--- src/rtl/calc_op_sequencer.sv ---
// calc_op_sequencer
// Fetches two operands (D1 from address A, D2 from address B) from a
// fixed-latency operand memory. It then presents them to the ALU stage
// together with the opcode that was latched when the request was accepted.
//
// Optional feature macro: CALC_SEQ_OPCHK_EN
//   defined   - a non-one-hot opcode at an accepted start skips both reads.
//               The block goes straight to DONE with oERR=1 and oVALID=1.
//   undefined - oERR stays 0 and every opcode is fetched and passed through.
//
// The memory read latency RD_LAT must be in the range 1..4.
module calc_op_sequencer #(
    parameter int AW     = 4,
    parameter int DW     = 4,
    parameter int RD_LAT = 1
) (
    input  logic          iCLK,
    input  logic          nRST,
    input  logic          iSTART,
    input  logic [AW-1:0] iADDR_A,
    input  logic [AW-1:0] iADDR_B,
    input  logic [2:0]    iOPCODE,
    input  logic          iACK,
    input  logic [DW-1:0] iMEM_D,
    output logic [AW-1:0] oMEM_A,
    output logic          oMEM_RD,
    output logic [DW-1:0] oD1,
    output logic [DW-1:0] oD2,
    output logic [2:0]    oOPCODE,
    output logic          oVALID,
    output logic          oBUSY,
    output logic          oERR
);

    typedef enum logic [2:0] {
        IDLE   = 3'd0,
        RD_A   = 3'd1,
        WAIT_A = 3'd2,
        RD_B   = 3'd3,
        WAIT_B = 3'd4,
        DONE   = 3'd5
    } state_t;

    // Value the wait counter holds on the final wait cycle, when read data is valid.
    localparam logic [2:0] LAT_LAST = 3'(RD_LAT - 1);

    state_t        state;
    logic [2:0]    lat_cnt;
    logic [AW-1:0] addr_b;
    logic          accept;
    logic          op_reject;

    // A new request is taken from IDLE, or from DONE in the same cycle the
    // current result is acknowledged.
    // At every other point iSTART is ignored.
    always_comb begin
        accept = iSTART && ((state == IDLE) || ((state == DONE) && iACK));
    end

`ifdef CALC_SEQ_OPCHK_EN
    // Flag any opcode that is not exactly one of add/sub/mul.
    always_comb begin
        op_reject = !((iOPCODE == 3'b001) || (iOPCODE == 3'b010) || (iOPCODE == 3'b100));
    end
`else
    // Opcode checking is disabled: every opcode is fetched normally.
    always_comb begin
        op_reject = 1'b0;
    end
`endif

    // The sequencer FSM.
    // Every output is registered here, so each output changes only on the
    // same edge as the state change that implies it.
    // The address for operand A goes straight to oMEM_A at acceptance, so
    // only B has to be kept for later.
    always_ff @(posedge iCLK or negedge nRST) begin
        if (!nRST) begin
            state   <= IDLE;
            lat_cnt <= 3'd0;
            addr_b  <= '0;
            oMEM_A  <= '0;
            oMEM_RD <= 1'b0;
            oD1     <= '0;
            oD2     <= '0;
            oOPCODE <= 3'b000;
            oVALID  <= 1'b0;
            oBUSY   <= 1'b0;
            oERR    <= 1'b0;
        end else if (accept) begin
            addr_b  <= iADDR_B;
            oOPCODE <= iOPCODE;
            oBUSY   <= 1'b1;
            lat_cnt <= 3'd0;
            if (op_reject) begin
                state   <= DONE;
                oMEM_RD <= 1'b0;
                oVALID  <= 1'b1;
                oERR    <= 1'b1;
            end else begin
                state   <= RD_A;
                oMEM_RD <= 1'b1;
                oMEM_A  <= iADDR_A;
                oVALID  <= 1'b0;
                oERR    <= 1'b0;
            end
        end else begin
            case (state)
                IDLE: begin
                    oBUSY <= 1'b0;
                end
                RD_A: begin
                    oMEM_RD <= 1'b0;
                    lat_cnt <= 3'd0;
                    state   <= WAIT_A;
                end
                WAIT_A: begin
                    if (lat_cnt == LAT_LAST) begin
                        oD1     <= iMEM_D;
                        lat_cnt <= 3'd0;
                        oMEM_RD <= 1'b1;
                        oMEM_A  <= addr_b;
                        state   <= RD_B;
                    end else begin
                        lat_cnt <= lat_cnt + 3'd1;
                    end
                end
                RD_B: begin
                    oMEM_RD <= 1'b0;
                    lat_cnt <= 3'd0;
                    state   <= WAIT_B;
                end
                WAIT_B: begin
                    if (lat_cnt == LAT_LAST) begin
                        oD2     <= iMEM_D;
                        lat_cnt <= 3'd0;
                        oVALID  <= 1'b1;
                        state   <= DONE;
                    end else begin
                        lat_cnt <= lat_cnt + 3'd1;
                    end
                end
                DONE: begin
                    if (iACK) begin
                        oVALID <= 1'b0;
                        oERR   <= 1'b0;
                        oBUSY  <= 1'b0;
                        state  <= IDLE;
                    end
                end
                default: begin
                    oMEM_RD <= 1'b0;
                    oVALID  <= 1'b0;
                    oERR    <= 1'b0;
                    oBUSY   <= 1'b0;
                    lat_cnt <= 3'd0;
                    state   <= IDLE;
                end
            endcase
        end
    end

endmodule

--- config.mk ---
export PLATFORM = sky130hd
export DESIGN_NAME = calc_op_sequencer
export DESIGN_NICKNAME = d
export VERILOG_FILES = /design/src/rtl/calc_op_sequencer.sv
export SDC_FILE = /design/constraint.sdc
export NUM_CORES = 1
export LEC_CHECK = 0
export ABC_AREA = 1
export CORE_UTILIZATION = 42
export DETAILED_ROUTE_END_ITERATION = 6
export PLACE_DENSITY = 0.75
export SETUP_SLACK_MARGIN = 0.15
export SLEW_MARGIN = 15
export SYNTH_ARGS = -nofsm -noshare
export SYNTH_HDL_FRONTEND = slang
export SYNTH_SLANG_ARGS = --single-unit
export TNS_END_PERCENT = 10
--- constraint.sdc ---
create_clock -name iCLK -period 1.3 [get_ports iCLK]
set_input_delay 0.195 -clock iCLK [delete_from_list [all_inputs] [get_ports iCLK]]
set_output_delay 0.195 -clock iCLK [all_outputs]
set_load 0.03 [all_outputs]
# Word-level counts from Yosys, hierarchy flattened
# Cells that the tools add are included.
[word_totals] reg_bits=29 in_bits=19 word_cells=69
[op_classes] n_addsub=1 eq_ne=14 muxes=21 n_bitwise=1 reduce_logical=21
[op_table] cell="$mux 3" n=6
[op_table] cell="$pmux 3 s6" n=1
[op_table] cell="$mux 4" n=3
[op_table] cell="$ne 2x1->1 const B" n=5
[op_table] cell="$ne 3x3->1 const B" n=3
[op_table] cell="$reduce_and 3->1" n=3
[op_table] cell="$reduce_and 2->1" n=4
[op_table] cell="$reduce_or 4->1" n=2
[op_table] cell="$eq 3x2->1 const B" n=2
[op_table] cell="$eq 3x3->1 const B" n=2
[op_table] cell="$logic_not 3->1" n=2
[op_table] cell="$mux 1" n=6
[op_table] cell="$pmux 1 s2" n=3
[op_table] cell="$pmux 3 s2" n=1
[op_table] cell="$reduce_or 5->1" n=1
[op_table] cell="$reduce_and 4->1" n=1
[op_table] cell="$reduce_bool 2->1" n=2
[op_table] cell="$reduce_or 2->1" n=2
[op_table] cell="$add 3x1->3 const B" n=1
[op_table] cell="$eq 3x1->1 const B" n=1
[op_table] cell="$pmux 1 s3" n=1
[op_table] cell="$reduce_or 3->1" n=1
[op_table] cell="$logic_and 1x1->1" n=2
[op_table] cell="$ne 2x2->1 const B" n=1
[op_table] cell="2 further kinds" n=2

# Depth between registers and ports, before layout
# Gate-level depths: netlist (run 1).
[logic_depth] ltp_word=6 ltp_mapped=9 ltp_nobuf=9

# Worst setup path after synthesis (run 1)
# No wires, ideal clock.
[synth_path] kind="reg-to-reg" start="register lat_cnt[0]" end="register oMEM_A[1]" arrival_time_ns=1.171 t_required_ns=1.179 slack_ns=0.008 stages_incl_launch_ff=9 n_path_buf=1 path_cell_list="dfrtp_1 -> inv_1 -> ha_1 -> nand2_1 -> nor2_1 -> inv_1 -> buf_6 -> o21ai_2 -> a21oi_2"
[synth_between] elab_chain_cells=3
[synth_rtl] element="start, declared" line="48" source="logic [2:0] lat_cnt;"
[synth_rtl] element="start signal, assigned" line="125" source="lat_cnt <= lat_cnt + 3'd1;"
[synth_rtl] element="start signal, assigned" line="140" source="lat_cnt <= lat_cnt + 3'd1;"
[synth_rtl] element="$logic_not 3->1" line="118" source="if (lat_cnt == LAT_LAST) begin"
[synth_rtl] element="$reduce_bool 2->1 (no source line)"
[synth_rtl] element="$reduce_and 2->1 (no source line)"
[synth_rtl] element="end signal, assigned" line="103" source="oMEM_A <= iADDR_A;"
[synth_rtl] element="end signal, assigned" line="122" source="oMEM_A <= addr_b;"
[synth_rtl] element="end, declared" line="25" source="output logic [AW-1:0] oMEM_A,"
# Every way passes these cells.
# A chain may end at the register's enable or synchronous reset.

# Worst setup path in the final report (run 1)
[layout_path] start="register state[1]" end="register oMEM_A[1]"
[layout_between] elab_chain_cells=6
[layout_rtl] element="start, declared" line="47" source="state_t state;"
[layout_rtl] element="start signal, assigned" line="79" source="state <= IDLE;"
[layout_rtl] element="start signal, assigned" line="96" source="state <= DONE;"
[layout_rtl] element="start signal, assigned" line="101" source="state <= RD_A;"
[layout_rtl] element="$eq 3x3->1" line="57" source="accept = iSTART && ((state == IDLE) || ((state == DONE) && iACK));"
[layout_rtl] element="$logic_and 1x1->1" line="57"
[layout_rtl] element="$logic_or 1x1->1" line="57"
[layout_rtl] element="$logic_and 1x1->1" line="57"
[layout_rtl] element="$reduce_bool 2->1 (no source line)"
[layout_rtl] element="$reduce_and 2->1 (no source line)"
# Several ways; a longest one is shown, not always the timed one.

==> impl_summary.log, run 1 <==
[metrics] outcome: finished, violations left
[metrics] failing checks: design-rule violations, negative setup slack
[metrics] number of top-level pins: 38
[metrics] remaining number of nets flagged by the antenna check after routing: 0
[metrics] share of the yosys chip area belonging to registers: a little over half
[metrics] list of most frequent post-synthesis cells: sky130_fd_sc_hd__nand2_1 (52), sky130_fd_sc_hd__dfrtp_1 (28), sky130_fd_sc_hd__inv_1 (14)
[metrics] Core Rows: 19
[metrics] endpoint of the lowest-slack register-to-register path: oMEM_A[1]$_DFFE_PN0P_
[metrics] area occupied by registers: 702 um^2
[metrics] area of the multi-input gates: 614 um^2
[metrics] gp weighted congestion: 0.797
[metrics] average via count per standard cell: 5.04
[metrics] Largest stage delay, worst path: ~0.44 ns
[metrics] nets@finish: 217
[metrics] top flip-flop cell by instance count after synthesis: sky130_fd_sc_hd__dfrtp_1
[metrics] Crit Path Class: flip-flop to flip-flop
[metrics] Hold Crit Class: primary input to asynchronous set/reset pin
[metrics] sink count of the clock tree: 28
[metrics] first-pass GRT wire length: around 4600 um
[metrics] final hold vios: 0
[metrics] nets in the synthesized netlist: 170
[metrics] clk_skew: 0.00164 ns
[metrics] top cells by area in the synthesized netlist: sky130_fd_sc_hd__dfrtp_1 (54%), sky130_fd_sc_hd__nand2_1 (15%), sky130_fd_sc_hd__o21ai_0 (4.3%)
[metrics] Clock transition at path regs: 0.14 ns
[metrics] critical path launch point type: flip-flop
[metrics] hold slack: 0.205 ns
[metrics] Netlist Area Pre-Place: 1290 um^2
[metrics] worst reg2reg path startpoint: state[1]$_DFFE_PN0P_
[metrics] ratio of cells with drive above 1 in the final layout: 39.5%
[metrics] global-route congestion overflow total: 0
[metrics] final cell utilization of the core: 65.7%
[metrics] total instance count after detailed placement: between 200 and 250
[metrics] Core Region: 2830 um^2
[metrics] MaxCap Viol Count: 0
[metrics] endpoint kind of the worst setup timing path: flip-flop
[metrics] CP arrival: ~1.5 ns
[metrics] horizontal die dimension: 57.4 um
[metrics] First DRT Iteration DRCs: 19
[metrics] Cell Chain, Critical Path: inv_2, nor2_2, nand2_2, nor2_4, inv_4, buf_12, o21ai_4, a21oi_2
[metrics] Overall Global Routing Usage: 17.8%
[metrics] number of warnings printed during yosys synthesis: 0
[metrics] fmax: between 700 and 800 MHz
[metrics] filler cell count in the final layout: around 240
[metrics] part of the cycle the worst path needs: 101%
[metrics] overall via count from detail_route: about 1100
[metrics] RSZ-0062 raised after global routing: true
[metrics] total wire length after detailed routing: 2750 um
[metrics] Crit path required time: about 1.5 ns
[metrics] share of async-settable or async-resettable flops after synthesis: 100%
[metrics] worst voltage drop across the vdd grid: 0.00116 V
[metrics] effective utilization at floorplan: approximately 46%
[metrics] maximum root-to-sink buffer count: 2
[metrics] number of instances in the synthesized netlist: 149
[metrics] number of enable-type register cells in the synthesized netlist: 0
[metrics] Port Buffers: 36
[metrics] Period minus WS final: 1.31 ns
[metrics] number of diodes: 0
[metrics] final-report max-slew violation count: 0
[metrics] post-synth top area cell: sky130_fd_sc_hd__dfrtp_1
[metrics] number of H-tree levels: 1
[metrics] distinct cell type count after synthesis: 20
[metrics] pin count of the biggest net entering global routing: 29
[metrics] latest clock arrival within the worst-skew pair: 0.32 ns
[metrics] reg2reg path depth: 8
[metrics] Total Die Area: 3290 um^2
[metrics] most common cell in the netlist: sky130_fd_sc_hd__nand2_1
[metrics] setup violators final: 2
[metrics] Cell Count, Final, Fillers Out: between 200 and 250
[metrics] leakage power figure: 0.937 nW
[metrics] clock tree root buffer cell: sky130_fd_sc_hd__clkbuf_4
[metrics] min setup slack post-route: -0.0140 ns
[metrics] overall power after layout: 4.42 mW
[metrics] Die Y: 57.4 um
[metrics] launch point of the critical path: state[1]$_DFFE_PN0P_
[metrics] 1st-pass router iterations: 6
[metrics] total power density per cell area: 2380 nW/um^2
[metrics] share of the synthesized area in the top cell type: between 50% and 60%
[metrics] maximum fanout encountered on the critical timing path: 10
[metrics] DRC violation count after routing: 2
[metrics] setup slack of the most critical reg-to-reg path: -0.01 ns
[metrics] Post-Place Setup Slack: -0.161 ns
[metrics] count of state elements after synthesis: 28
[metrics] HPWL Detailed: roughly 2000 um
[metrics] slowest stage cell on the critical path: sky130_fd_sc_hd__dfrtp_1
[metrics] TritonCTS buffer count: 3
[metrics] per-cell routed wire length: 12.2 um
[metrics] CTS hold repair buffers: 0
[metrics] number of antenna violations at the first check in global routing: 0
[metrics] average cell area after synthesis: 8.65 um^2
[metrics] CTS tree: built
[metrics] via count of the first global-routing pass: about 1100
[metrics] area growth from synthesis to layout: 44.2%
[cells in the final DEF (no fill, tap or decap), drive strengths merged, types with 2 or more instances in the layout]
master	instances
a21oi	3
buf	28
clkbuf	4
clkdlybuf4s50	18
dfrtp	28
ha	2
inv	15
nand2	58
nand3	9
nand4	2
nor2	10
o21ai	16
[cell type report]
type	count	area share (%)
well taps	31	2.09
inverters	15	3.57
flip-flops and latches	28	37.8
multi-input cells	102	33.1
clock buffers	4	1.95
repair buffers	46	21.5
[per-layer routing]
metal	up-vias	global-route usage [%]	part of all wire, %
met2	34	31.9	52
li1	559	-	-
met5	-	0	0
met4	0	5.92	0.84
met3	2	2.27	5.3
met1	543	22.0	41
[worst max-delay path by stage]
stage | to | slack (ns) | cells after the start
global placement | oMEM_A[2]$_DFFE_PN0P_ | -0.09 | 9
CTS | oMEM_A[1]$_DFFE_PN0P_ | -0.006 | 8
global route | oMEM_A[2]$_DFFE_PN0P_ | -0.09 | 8
floorplan | oMEM_A[1]$_DFFE_PN0P_ | 0.09 | 8
detailed placement | lat_cnt[0]$_DFFE_PN0P_ | -0.16 | 8
finish | oMEM_A[1]$_DFFE_PN0P_ | -0.01 | 8
[power breakdown]
group | internal [mW] | switching (mW) | leakage (nW)
logic | 0.939 | 1.55 | 0.566
clock network | 0.171 | 0.245 | 0.0210
registers | 1.25 | 0.276 | 0.350
total | 2.36 | 2.07 | 0.937
[sequential cells by signal, summed over array words and instances, names as in the netlist]
register and flops:
oMEM_A 4, oVALID 1, oOPCODE 3, addr_b 4, oD1 4, state 3
lat_cnt 3, oBUSY 1, oMEM_RD 1, oD2 4
[critical path: cells and delay by family (launching register included)]
kind	cells	cell delay [ns]
compound gates	2	0.18
buf+inv	3	0.28
flops	1	0.44
simple gates	3	0.31
[metrics by stage]
stage	TNS (ns)	area [um^2]
after floorplan	0	1300
after global placement	-1.00	1740
after detailed placement	-1.77	1740
after CTS	-0.00905	1750
after global routing	-1.11	1860
final	-0.0231	1860
[logic make-up after synthesis]
kind of cell    after synthesis  synth area share, %
other cells                   1                0.291
compound gates               19                 9.13
flops                        28                 54.4
simple gates                 80                 26.9
buf+inv                      19                 7.38
fa+ha+maj                     2                 1.94
[timing repair]
| action | in CTS | in global routing |
|---|---|---|
| setup endpoints to repair | 44 | 30 |
| setup buffers | 2 | 2 |
| gates resized for setup | 115 | 30 |
| pin swaps | 11 | 2 |
No activity file was read; power rests on OpenSTA's default activity.
==> run 2, diff against run 1 <==
--- a/config.mk
+++ b/config.mk
@@ -6,6 +6,8 @@
 export NUM_CORES = 1
 export LEC_CHECK = 0
 export ABC_AREA = 1
+export CORE_ASPECT_RATIO = 1.4
+export CORE_MARGIN = 4
 export CORE_UTILIZATION = 42
 export DETAILED_ROUTE_END_ITERATION = 6
 export PLACE_DENSITY = 0.75
==> impl_summary.log, run 2 (synthesis results as in run 1) <==
[metrics] worst reg2reg path startpoint: state[1]$_DFFE_PN0P_
[metrics] total power density per cell area: 2380 nW/um^2
[metrics] Period minus WS final: ~1.3 ns
[metrics] most common cell after layout, fill and taps aside: sky130_fd_sc_hd__nand2_1
[metrics] Hold Crit Class: primary input to asynchronous set/reset pin
[metrics] RSZ-0062 raised after global routing: true
[metrics] HPWL Detailed: roughly 2100 um
[metrics] maximum root-to-sink buffer count: 2
[metrics] global-route congestion overflow total: 0
[metrics] part of the cycle the worst path needs: 103%
[metrics] average via count per standard cell: 4.94
[metrics] number of diodes: 0
[metrics] Die Y: 73.5 um
[metrics] Clock transition at path regs: 0.09 ns
[metrics] setup slack of the most critical reg-to-reg path: -0.04 ns
[metrics] sum of met3 wire segment lengths after detailed routing: ~150 um
[metrics] first-pass GRT wire length: 4690 um
[metrics] total instance count after detailed placement: roughly 230
[metrics] ratio of cells with drive above 1 in the final layout: 34.2%
[metrics] number of top-level pins: 38
[metrics] Total Die Area: 4030 um^2
[metrics] final hold vios: 0
[metrics] clock tree root buffer cell: sky130_fd_sc_hd__clkbuf_8
[metrics] worst voltage drop across the vdd grid: approximately 0.0014 V
[metrics] wire length on met1: between 1000 and 1500 um
[metrics] total wire length after detailed routing: a little over 3000 um
[metrics] pin count of the biggest net entering global routing: 29
[metrics] Port Buffers: 36
[metrics] setup violators final: 14
[metrics] overall via count from detail_route: 1165
[metrics] Post-Place Setup Slack: -0.154 ns
[metrics] leakage power figure: approximately 0.96 nW
[metrics] Overall Global Routing Usage: 15.3%
[metrics] highest-count cells in the layout ignoring fill and taps: sky130_fd_sc_hd__nand2_1 (46), sky130_fd_sc_hd__dfrtp_1 (27), sky130_fd_sc_hd__clkdlybuf4s50_1 (18)
[metrics] maximum fanout encountered on the critical timing path: 5
[metrics] Largest stage delay, worst path: 0.44 ns
[metrics] failing checks: negative setup slack
[metrics] CTS tree: built
[metrics] 1st-pass router iterations: 4
[metrics] number of H-tree levels: 1
[metrics] critical path launch point type: flip-flop
[metrics] min setup slack post-route: -0.0397 ns
[metrics] filler cell count in the final layout: between 200 and 250
[metrics] area growth from synthesis to layout: 45.6%
[metrics] fmax: 746 MHz
[metrics] DRC violation count after routing: 0
[metrics] sink count of the clock tree: 28
[metrics] MaxCap Viol Count: 0
[metrics] top routing layer used: met3
[metrics] effective utilization at floorplan: 44.3%
[metrics] overall power after layout: ~4.5 mW
[metrics] CP arrival: 1.50 ns
[metrics] endpoint kind of the worst setup timing path: flip-flop
[metrics] CTS hold repair buffers: 0
[metrics] Cell Chain, Critical Path: inv_2, nand4_1, nand2_4, nand2_8, buf_4, o21ai_2, a21oi_2
[metrics] number of antenna violations at the first check in global routing: 0
[metrics] TritonCTS buffer count: 3
[metrics] Core Rows: 23
[metrics] clk_skew: 0.00573 ns
[metrics] outcome: finished, violations left
[metrics] detailed-routed wire length on met2: around 1700 um
[metrics] latest clock arrival within the worst-skew pair: 0.27 ns
[metrics] via count of the first global-routing pass: between 1000 and 1500
[metrics] Core Region: 2910 um^2
[metrics] final-report max-slew violation count: 0
[metrics] Cell Count, Final, Fillers Out: around 240
[metrics] slowest stage cell on the critical path: sky130_fd_sc_hd__dfrtp_1
[metrics] remaining number of nets flagged by the antenna check after routing: 0
[metrics] nets@finish: 221
[metrics] per-cell routed wire length: 13.0 um
[metrics] First DRT Iteration DRCs: 29
[metrics] reg2reg path depth: 7
[metrics] Crit Path Class: flip-flop to flip-flop
[metrics] Crit path required time: 1.46 ns
[metrics] gp weighted congestion: about 0.77
[metrics] endpoint of the lowest-slack register-to-register path: oMEM_A[3]$_DFFE_PN0P_
[metrics] horizontal die dimension: 54.8 um
[run 2: changes by cell type in the layout (fill, tap and decap cells not counted), moves of 2 or more]
cell	before	now
sky130_fd_sc_hd__nand2_1	38	46
sky130_fd_sc_hd__clkbuf_8	1	4
sky130_fd_sc_hd__clkbuf_2	0	10
sky130_fd_sc_hd__o21ai_1	7	5
sky130_fd_sc_hd__buf_6	4	1
sky130_fd_sc_hd__nand2_2	17	9
sky130_fd_sc_hd__nor2_2	1	3
sky130_fd_sc_hd__o21ai_0	4	7
sky130_fd_sc_hd__inv_2	6	8
sky130_fd_sc_hd__dlygate4sd2_1	0	5
sky130_fd_sc_hd__buf_2	15	3
sky130_fd_sc_hd__buf_4	6	10
sky130_fd_sc_hd__clkbuf_4	3	0
[run 2: worst max-delay path by stage]
stage                                        to  cells past startpoint                    from  slack, ns
after floorplan           oMEM_A[1]$_DFFE_PN0P_                      8  lat_cnt[1]$_DFFE_PN0P_       0.09
after global placement     state[0]$_DFFE_PN0P_                      7                    iACK      -0.11
after detailed placement  oMEM_A[2]$_DFFE_PN0P_                      9                    iACK      -0.15
after CTS                 oMEM_A[0]$_DFFE_PN0P_                      8  lat_cnt[1]$_DFFE_PN0P_      0.002
after global routing      oMEM_A[0]$_DFFE_PN0P_                      8    state[1]$_DFFE_PN0P_      -0.11
final                     oMEM_A[3]$_DFFE_PN0P_                      7    state[1]$_DFFE_PN0P_      -0.04
[run 2: worst max-delay path, delay by kind of cell (launching register included)]
kind / cells / cell delay, ns
flops: 1 / 0.44
simple gates: 3 / 0.40
compound gates: 2 / 0.12
buf+inv: 2 / 0.29
[run 2: what timing repair did]
action | CTS | global route
pin swaps | 1 | 6
cloned | 0 | 1
setup endpoints to repair | 44 | 42
gates resized for setup | 38 | 44
setup buffers | 3 | 3
[run 2: power breakdown]
group          leakage (nW)  switching, mW  total (mW)  internal, mW
combinational         0.580           1.56        2.45         0.887
clock                0.0288          0.250       0.520         0.270
sequential            0.350          0.258        1.51          1.25
[run 2: through the flow]
step / utilization (%) / area [um^2] / setup TNS (ns) / hold slack (ns)
finish: 64.6 / 1880 / -0.272 / 0.273
global route: 64.6 / 1880 / -1.30 / 0.283
CTS: 62.5 / 1820 / 0 / 0.276
detailed placement: 60.2 / 1750 / -1.55 / 0.458
global placement: 60.2 / 1750 / -0.937 / 0.458
floorplan: - / 1300 / 0 / -0.101
[run 2: routing by layer]
| metal | up-vias | GRT usage (%) |
|---|---|---|
| li1 | 570 | - |
| met1 | 561 | 18.4 |
| met2 | 34 | 28.2 |
| met3 | 0 | 2.03 |
| met4 | 0 | 2.49 |
| met5 | - | 0 |
[run 2: area by class of cell]
type | instances | area [um^2] | share of cell area [%]
clock buffers | 4 | 55.1 | 2.93
repair buffers | 49 | 415 | 22.1
well taps | 37 | 46.3 | 2.47
inverters | 15 | 63.8 | 3.40
flip-flops and latches | 28 | 702 | 37.4
multi-input cells | 103 | 594 | 31.7
==> run 3, diff against run 2 <==
--- a/config.mk
+++ b/config.mk
@@ -12,6 +12,7 @@
 export DETAILED_ROUTE_END_ITERATION = 6
 export PLACE_DENSITY = 0.75
 export SETUP_SLACK_MARGIN = 0.15
+export SKIP_LAST_GASP = 1
 export SLEW_MARGIN = 15
 export SYNTH_ARGS = -nofsm -noshare
 export SYNTH_HDL_FRONTEND = slang
==> impl_summary.log, run 3 (synthesis results as in run 1) <==
[metrics] outcome: finished, violations left
[metrics] failing checks: negative setup slack
[metrics] cell class contributing the biggest share of worst-path delay: flip-flops
[metrics] part of the cycle the worst path needs: 103%
[metrics] relative contribution of the clock network to total power: 11.6%
[metrics] Port Buffers: 36
[metrics] Clock transition at path regs: 0.09 ns
[metrics] number of top-level pins: 38
[metrics] fmax: roughly 750 MHz
[metrics] filler cell count in the final layout: 244
[metrics] leakage power figure: 0.974 nW
[metrics] part of the total power dissipated in combinational logic: 55.1%
[metrics] P_sw: a little over 2 mW
[metrics] Die Y: 73.5 um
[metrics] CTS hold repair buffers: 0
[metrics] DRC violation count after routing: 0
[metrics] Overall Global Routing Usage: 15.3%
[metrics] TritonCTS buffer count: 3
[metrics] maximum fanout encountered on the critical timing path: 5
[metrics] remaining number of nets flagged by the antenna check after routing: 0
[metrics] via count of the first global-routing pass: 1149
[metrics] MaxCap Viol Count: 0
[metrics] post-route standard cell area excluding fillers: 1910 um^2
[metrics] slowest stage cell on the critical path: sky130_fd_sc_hd__dfrtp_1
[metrics] number of buffer and inverter instances along the worst setup path: 2
[metrics] highest-count cells in the layout ignoring fill and taps: sky130_fd_sc_hd__nand2_1 (48), sky130_fd_sc_hd__dfrtp_1 (27), sky130_fd_sc_hd__clkdlybuf4s50_1 (18)
[metrics] ratio of cells with drive above 1 in the final layout: between 20% and 30%
[metrics] number of H-tree levels: 1
[metrics] clk_skew: 0.00558 ns
[metrics] Total Die Area: around 4000 um^2
[metrics] clock tree root buffer cell: sky130_fd_sc_hd__clkbuf_8
[metrics] Hold Crit Class: primary input to asynchronous set/reset pin
[metrics] number of antenna violations at the first check in global routing: 0
[metrics] per-cell routed wire length: 13.0 um
[metrics] most common cell after layout, fill and taps aside: sky130_fd_sc_hd__nand2_1
[metrics] Cell Chain, Critical Path: inv_2, nand4_1, nand2_4, nand2_8, buf_4, o21ai_2, a21oi_2
[metrics] nets@finish: approximately 220
[metrics] cell internal pwr: 2.44 mW
[metrics] First DRT Iteration DRCs: 28
[metrics] number of diodes: 0
[metrics] area growth from synthesis to layout: 48.0%
[metrics] area occupied by registers: between 700 and 800 um^2
[metrics] Crit Path Class: flip-flop to flip-flop
[metrics] Cell Count, Final, Fillers Out: 236
[metrics] average via count per standard cell: 4.90
[metrics] horizontal die dimension: between 50 and 60 um
[metrics] share of total power consumed by net switching: 45.6%
[metrics] HPWL Detailed: about 2100 um
[metrics] Largest stage delay, worst path: around 0.44 ns
[metrics] 1st-pass router iterations: 4
[metrics] RSZ-0062 raised after global routing: true
[metrics] total wire length after detailed routing: ~3000 um
[metrics] global-route congestion overflow total: 0
[metrics] sink count of the clock tree: 28
[metrics] Setup Total Neg Slack: -0.227 ns
[metrics] Period minus WS final: 1.34 ns
[metrics] latest clock arrival within the worst-skew pair: 0.27 ns
[metrics] pin count of the biggest net entering global routing: 29
[metrics] worst voltage drop across the vdd grid: 0.00141 V
[metrics] CP arrival: 1.50 ns
[metrics] overall via count from detail_route: roughly 1200
[metrics] first-pass GRT wire length: 4690 um
[metrics] Crit path required time: 1.46 ns
[metrics] area of the multi-input gates: 587 um^2
[metrics] total power density per cell area: about 2400 nW/um^2
[metrics] final hold vios: 0
[metrics] total instance count after detailed placement: around 230
[metrics] gp weighted congestion: 0.766
[metrics] effective utilization at floorplan: 44.3%
[metrics] final-report max-slew violation count: 0
[metrics] setup violators final: 12
[metrics] CTS tree: built
[metrics] critical path launch point type: flip-flop
[metrics] maximum root-to-sink buffer count: 2
[metrics] sequential power share: 33.3%
[metrics] min setup slack post-route: -0.0353 ns
[metrics] Core Region: 2910 um^2
[metrics] Core Rows: 23
[metrics] endpoint kind of the worst setup timing path: flip-flop
[metrics] post-detailed-placement cell area: 1750 um^2
-- run 3: area by class of cell --
cell class | count | share of cell area, %
clock buffers | 4 | 2.89
inverters | 15 | 3.35
multi-input cells | 103 | 30.8
flip-flops and latches | 28 | 36.8
well taps | 37 | 2.43
repair buffers | 49 | 23.8
-- run 3: final timing paths --
path                                      start                    end  slack, ns  depth (start not counted)
setup / recovery           state[1]$_DFFE_PN0P_  oMEM_A[3]$_DFFE_PN0P_      -0.04                          7
hold / removal                             nRST     oVALID$_DFFE_PN0P_       0.27                          2
setup reg to reg           state[1]$_DFFE_PN0P_  oMEM_A[3]$_DFFE_PN0P_      -0.04                          7
hold reg to reg              oVALID$_DFFE_PN0P_     oVALID$_DFFE_PN0P_       0.47                          2
max in group asynchronous                  nRST   state[0]$_DFFE_PN0P_       0.85                          2
min in group iCLK                    iADDR_B[3]  addr_b[3]$_DFFE_PN0P_       0.46                          3
-- run 3: through the flow --
stage | utilization, % | power [mW] | hold WS, ns | setup slack (ns)
floorplan | - | 2.94 | -0.101 | 0.0946
global placement | 60.2 | 3.80 | 0.458 | -0.113
detailed placement | 60.2 | 3.85 | 0.458 | -0.154
CTS | 62.5 | 4.26 | 0.276 | 0.00183
global route | 65.6 | 4.80 | 0.283 | -0.107
finish | 65.6 | 4.49 | 0.273 | -0.0353
-- run 3: timing repair --
action	CTS	global route
cloned	0	1
pin swaps	1	4
buffers inserted	3	3
setup endpoints to repair	44	42
resized for setup	38	19
-- run 3: power by group through the flow --
stage	Combinational (mW)	Sequential, mW	Clock [mW]
global placement	2.32	1.48	0
detailed placement	2.36	1.49	0
floorplan	0.943	1.99	0
global route	2.69	1.54	0.572
finish	2.47	1.50	0.520
CTS	2.25	1.47	0.537
-- run 3: layer usage --
layer | wire [um] | vias to the layer above | GRT usage, % | part of all wire [%]
li1 | - | 571 | - | -
met1 | 1240 | 555 | 18.4 | 40
met2 | 1690 | 30 | 28.2 | 55
met3 | 142 | 0 | 2.03 | 4.6
met4 | 0 | 0 | 2.49 | 0
met5 | 0 | - | 0 | 0
